`src/rtl/ex_hazard_fwd_ctrl.sv`:
```
// Execute-stage hazard and forwarding controller. Tracks in-flight destinations, stalls ID on
// load-use (or any EX/MEM RAW without forwarding), and registers operand-mux controls into EX.
module ex_hazard_fwd_ctrl #(
  parameter int unsigned REG_ADDR_W = 5,
  parameter bit          FWD_EN     = 1'b1
) (
  input  logic                  clk,
  input  logic                  rst,
  input  logic                  id_valid,
  input  logic [REG_ADDR_W-1:0] id_rs1,
  input  logic [REG_ADDR_W-1:0] id_rs2,
  input  logic                  id_use_rs1,
  input  logic                  id_use_rs2,
  input  logic [REG_ADDR_W-1:0] id_rd,
  input  logic                  id_rd_we,
  input  logic                  id_is_load,
  input  logic                  id_opa_pc,
  input  logic                  id_opb_imm,
  input  logic                  flush,
  input  logic                  mem_stall,
  output logic                  id_stall,
  output logic                  ex_valid,
  output logic                  opa_sel,
  output logic                  opb_sel,
  output logic [1:0]            fwd_a_sel,
  output logic [1:0]            fwd_b_sel
);

  // WB is not tracked: the regfile writes through, so a WB producer is already visible at ID.
  logic                  ex_valid_q, ex_we_q, ex_load_q;
  logic [REG_ADDR_W-1:0] ex_rd_q;
  logic                  mem_valid_q, mem_we_q;
  logic [REG_ADDR_W-1:0] mem_rd_q;
  logic                  opa_q, opb_q;
  logic [1:0]            fwd_a_q, fwd_b_q;

  logic       ex_prod, mem_prod;
  logic       ex_m1, ex_m2, mem_m1, mem_m2;
  logic       load_use, raw, hz, issue;
  logic [1:0] fwd_a_d, fwd_b_d;

  assign ex_prod  = ex_valid_q && ex_we_q && (ex_rd_q != '0);
  assign mem_prod = mem_valid_q && mem_we_q && (mem_rd_q != '0);

  assign ex_m1  = ex_prod && (ex_rd_q == id_rs1) && id_use_rs1;
  assign ex_m2  = ex_prod && (ex_rd_q == id_rs2) && id_use_rs2;
  assign mem_m1 = mem_prod && (mem_rd_q == id_rs1) && id_use_rs1;
  assign mem_m2 = mem_prod && (mem_rd_q == id_rs2) && id_use_rs2;

  assign load_use = ex_load_q && (ex_m1 || ex_m2);
  assign raw      = ex_m1 || ex_m2 || mem_m1 || mem_m2;
  assign hz       = FWD_EN ? load_use : raw;

  assign id_stall = mem_stall || (id_valid && hz && !flush);
  assign issue    = id_valid && !hz && !flush;

  // Younger producer (EX) wins over MEM; a load in EX never reaches here since it stalls.
  always_comb begin
    fwd_a_d = 2'd0;
    fwd_b_d = 2'd0;
    if (FWD_EN) begin
      if (ex_m1)       fwd_a_d = 2'd1;
      else if (mem_m1) fwd_a_d = 2'd2;
      if (ex_m2)       fwd_b_d = 2'd1;
      else if (mem_m2) fwd_b_d = 2'd2;
    end
  end

  always_ff @(posedge clk) begin
    if (rst) begin
      ex_valid_q  <= 1'b0;
      ex_we_q     <= 1'b0;
      ex_load_q   <= 1'b0;
      ex_rd_q     <= '0;
      mem_valid_q <= 1'b0;
      mem_we_q    <= 1'b0;
      mem_rd_q    <= '0;
      opa_q       <= 1'b0;
      opb_q       <= 1'b0;
      fwd_a_q     <= 2'd0;
      fwd_b_q     <= 2'd0;
    end else if (!mem_stall) begin
      mem_valid_q <= ex_valid_q;
      mem_we_q    <= ex_we_q;
      mem_rd_q    <= ex_rd_q;
      ex_valid_q  <= issue;
      ex_we_q     <= issue && id_rd_we;
      ex_load_q   <= issue && id_is_load;
      ex_rd_q     <= id_rd;
      opa_q       <= issue && id_opa_pc;
      opb_q       <= issue && id_opb_imm;
      fwd_a_q     <= issue ? fwd_a_d : 2'd0;
      fwd_b_q     <= issue ? fwd_b_d : 2'd0;
    end
  end

  assign ex_valid  = ex_valid_q;
  assign opa_sel   = opa_q;
  assign opb_sel   = opb_q;
  assign fwd_a_sel = fwd_a_q;
  assign fwd_b_sel = fwd_b_q;

endmodule
```
`config.mk`:
```
export PLATFORM = sky130hd
export DESIGN_NAME = ex_hazard_fwd_ctrl
export DESIGN_NICKNAME = d
export VERILOG_FILES = /design/src/rtl/ex_hazard_fwd_ctrl.sv
export SDC_FILE = /design/constraint.sdc
export NUM_CORES = 1
export LEC_CHECK = 0
export CORE_UTILIZATION = 40
export CTS_BUF_LIST = sky130_fd_sc_hd__clkbuf_4
export DETAILED_ROUTE_END_ITERATION = 6
export MAX_ROUTING_LAYER = met4
export PLACE_DENSITY = 0.73
export SLEW_MARGIN = 20
export SYNTH_ARGS = -nofsm -noshare
export SYNTH_HDL_FRONTEND = slang
export SYNTH_SLANG_ARGS = --single-unit
```
`constraint.sdc`:
```
create_clock -name clk -period 1.7 [get_ports clk]
set_input_delay 0.34 -clock clk [delete_from_list [all_inputs] [get_ports clk]]
set_output_delay 0.34 -clock clk [all_outputs]
set_load 0.005 [all_outputs]
```
Word level (Yosys, flattened, before mapping)
Cells that the tools add are included.
{"block": "op_classes", "n_div": 0, "muxes": 6, "add_sub_neg": 0, "n_eq_ne": 4, "n_reduce_logical": 27, "order_cmp": 0, "mul": 0, "shift": 0, "n_bitwise": 0}
{"operator": "1-bit logical AND", "count": 21}
{"operator": "5-bit equality test", "count": 4}
{"operator": "2-bit 2-to-1 mux", "count": 6}
{"operator": "5-bit nonzero test", "count": 2}
{"operator": "1-bit zero test", "count": 2}
{"operator": "1-bit logical OR", "count": 2}
{"block": "word_totals", "latch_bits": 0, "wordCells": 48, "rom_bits": 0, "mem_bits_rw": 0, "ff_bits": 21, "mem_count": 0, "in_bits": 26, "out_inout_bits": 8}

Logic depth before layout (Yosys ltp)
{"block": "logic_depth", "depth_word": 10, "ltp_mapped": 5}

Least setup slack after synthesis
No wires, ideal clock.
{"block": "synth_path", "path_kind": "register -> output", "start": "register ex_rd_q[3]", "end": "output id_stall", "path_stages_with_launch": 6, "path_slack_ns": 0.117, "n_path_buf": 0, "arrival_ns": 1.243, "cell_sequence": "dfxtp_1 -> xor2_1 -> nor4_2 -> and3_1 -> o211ai_2 -> o21bai_1"}
{"block": "synth_between", "elab_chain_cells": 9, "word_cells_on_any_way": 13, "classes_between": "eq/ne (2); reduce/logical (11)"}
{"item": "start: declaration", "line_no": "31", "rtl": "logic [REG_ADDR_W-1:0] ex_rd_q;"}
{"item": "start signal: assignment", "line_no": "89", "rtl": "ex_rd_q <= id_rd;"}
{"item": "5-bit nonzero test", "line_no": "42", "rtl": "assign ex_prod = ex_valid_q && ex_we_q && (ex_rd_q != '0);"}
{"item": "1-bit logical AND", "line_no": "42"}
{"item": "1-bit logical AND (on tied branches) (2 in series)", "line_no": "45, 46"}
{"item": "1-bit logical OR *"}
{"item": "1-bit logical AND *", "line_no": "50", "rtl": "assign load_use = ex_load_q && (ex_m1 || ex_m2);"}
{"item": "1-bit logical AND * (2 in series)", "line_no": "54", "rtl": "assign id_stall = mem_stall || (id_valid && hz && !flush);"}
{"item": "1-bit logical OR *", "line_no": "54"}
{"item": "end: declaration", "line_no": "21", "rtl": "output logic id_stall,"}
Mark *: on every way between the ends. The rest lies on a longest branch, timed or not.

Final worst setup path
Ends and elaborated chain as after synthesis.

==> summary.md <==
| Metric | Value |
|---|---|
| Arr. time, crit path | 1.75 ns |
| Worst hold start | fwd_b_sel[1] |
| Post-route insts no fill | between 200 and 250 |
| Die Y | 53.5 µm |
| Global Route Usage Sum | 0.241 |
| Setup crit end | id_stall |
| Die area | 2860 µm² |
| Final period util | 1.23 |
| Area growth syn-to-layout | 70.6% |
| Reg2reg end | fwd_b_sel[1] |
| CTS tree | done |
| GPL Wtd Cong | 0.779 |
| Met2 routed WL | 1.44 mm |
| Post-route DRC | 0 |
| Final Hold Viols | 0 |
| Status | finished with violations |
| Post-synth EDFFs | 0 |
| Syn Inst Count | 107 |
| Die W | 53.5 µm |
| Hold slack | 0.471 ns |
| IO Port Bufs | 33 |
| Slowest stage delay, CP | ~0.35 ns |
| Worst Skew | 0.00533 ns |
| Worst setup SP type | flip-flop |
| Leak pwr | ~0.80 nW |
| Proportion of synthesized area in mux cells | 0.113 |
| Root Buffer | clkbuf_4 |
| Wire per inst | 14.1 µm |
| Initial antenna violation count | 0 |
| Placed cells | ~200 |
| Worst Path Buf+Inv | 1 |
| Pre-antenna DRT Iters | 4 |
| Wire length on met3 | 95 µm |
| Post-route setup slack | -0.395 ns |
| Most frequent cells in the layout | clkdlybuf4s50_1 (28), buf_4 (28), dfxtp_1 (18) |
| DP Wirelength | 2.21 mm |
| Placeable core area | 2500 µm² |
| H-tree level count | 1 |
| Netlist cell types | 29 |
| Min Clock Period, post-route | roughly 2.1 ns |
| Inserted Diodes | 0 |
| Top delay family on crit path | simple AND/OR/NAND/NOR gates |
| Mapped Area | 1060 µm² |
| First-pass GRT wire length | 4.64 mm |
| ANT nets after route | 0 |
| Hold-fix buffers, CTS | 0 |
| Mapped Nets | 133 |
| Critical path class | flip-flop to primary output |
| CTS Sinks | 21 |
| CP Capture Type | primary output |
| Synth Area in Adders | 0 |
| Worst EP required | 1.36 ns |
| PD cells | 564 nW/µm² |
| DR top layer | met4 |
| CP Launch Point | ex_rd_q[3] |
| Vias | around 1000 |
| Fillers | roughly 190 |
| Total power draw | 0.00102 W |
| Failing checks | negative setup slack |
| Slew @ Worst Pin | just under 0.5 ns |
| Post-synthesis sequential area ratio | 0.396 |
| DR vias/cell | 5.16 |
| RSZ-0062 raised after global routing | yes |
| Pin count of the biggest net entering global routing | 16 |
| Stages on worst setup path | 6 |
| Fmax | 477 MHz |
| HP Class | flip-flop to flip-flop |
| Synth Area in Simple Gates | 0.183 |
| Placement Setup Slack | -0.962 ns |
| DR iter-0 viols | 12 |
| Critical-path maximum fanout | 2 |
| Xor/xnor share of the synthesized area | 0.165 |
| Slowest-stage cell, CP | dfxtp_2 |
| Clock slew at reported path FFs | 0.12 ns |
| FF-to-FF Start | ex_rd_q[0] |
| Worst rel slew slack | 0.668 |
| Largest family of logic cells by synthesized area | simple AND/OR/NAND/NOR gates |
| Flop-to-flop setup slack | -0.15 ns |
| Layout cells sized above 1 | 0.324 |
| Peak supply drop | 635 µV |
| Initial core utilization | 0.424 |
| Compound-Gate Fraction of Synth Area | 0.120 |
| Ports | 34 |
| Path depth of the worst reg2reg path | 9 |
| Synth warn | 0 |
| Final wirelength | 2.87 mm |
| Synth Area per Inst | a little under 10 µm² |
| TNS Setup | -0.678 ns |
| Final setup violating endpoints | 4 |
| Max Root-Sink Buffers | 2 |
| #FFs+latches synth | 21 |
| # rows | 18 |
| Fin nets | 200 |
| Vias in the first global route | 1046 |
| FFs w/ async S/R, synth | 0 |
| M1 WL | 1.29 mm |
| Worst-Skew Late Latency | around 0.31 ns |
| Cts bufs inserted | 3 |
| Overflow after GRT | 0 |
| Final Slew Violations | 0 |
| Max-cap violations | 0 |
| CP Cell Sequence | xor2_2, nor4_4, and3_1, o211ai_2, o21bai_1, buf_2 |
| Post-synth top flop | dfxtp_1 |
-- flip-flops by register name (all words and copies together), names as in the netlist --
register,flops
ex_rd_q,5
mem_rd_q,5
fwd_a_sel,2
fwd_b_sel,2
ex_load_q,1
ex_valid,1
ex_we_q,1
mem_valid_q,1
mem_we_q,1
opa_sel,1
opb_sel,1
-- final cells by class --
| type | instances | area (µm²) | share of cell area |
|---|---|---|---|
| multi-input combinational | 82 | 728 | 0.402 |
| timing repair buffer | 66 | 591 | 0.326 |
| sequential | 21 | 427 | 0.236 |
| tap | 30 | 37.5 | 0.0207 |
| clock buffer | 3 | 22.5 | 0.0124 |
| clock inverter | 1 | 5.00 | 0.00276 |
-- metrics by stage --
stage,instance area (µm²),utilization
4_1_cts,1710,0.683
3_3_place_gp,1640,0.655
5_1_grt,1810,0.724
2_1_floorplan,1060,-
3_5_place_dp,1640,0.655
6_report,1810,0.724
-- Yosys cell counts, drive strengths merged, types with 2 or more instances --
library cell | instances | share of area
nor2 | 17 | 0.060
a32o | 4 | 0.038
xnor2 | 8 | 0.066
nand2 | 3 | 0.011
dfxtp | 21 | 0.40
a2111oi | 2 | 0.022
a21o | 2 | 0.014
mux2i | 12 | 0.11
nand4 | 2 | 0.012
a22oi | 2 | 0.014
clkbuf | 2 | 0.0071
xor2 | 12 | 0.099
nor4 | 3 | 0.024
nor3 | 4 | 0.029
nand3 | 2 | 0.0094
buf | 2 | 0.015
-- routing by layer --
layer / vias up / GRT usage
met5: - / -
met4: 0 / 0.0921
met3: 5 / 0.0431
met2: 16 / 0.371
met1: 511 / 0.311
li1: 516 / -
-- kinds of logic (layout without fill, tap and decap cells) --
family / after synthesis / in the layout
compound gates: 14 / 14
xor+xnor: 20 / 20
mux: 12 / 12
flops: 21 / 21
simple gates: 36 / 36
buf+inv: 4 / 70
-- worst min-delay path by stage --
stage,depth (start not counted),end
after floorplan,1,ex_rd_q[0]
after global placement,1,fwd_a_sel[1]
after detailed placement,1,fwd_a_sel[1]
after CTS,1,fwd_a_sel[1]
after global routing,1,fwd_a_sel[1]
final,1,fwd_b_sel[1]
-- power breakdown --
| part | total [W] | internal, W | switching, W |
|---|---|---|---|
| clock network | 0.000242 | 0.0000881 | 0.000154 |
| logic | 0.000256 | 0.000153 | 0.000104 |
| registers | 0.000523 | 0.000507 | 0.0000154 |
| total | 0.00102 | 0.000748 | 0.000273 |
-- timing repair --
action,CTS,global route
resized for setup,16,18
buffers inserted,1,1
endpoints found under the setup margin,8,10
pin swaps,7,8
Power figures use the tool's default switching activity.
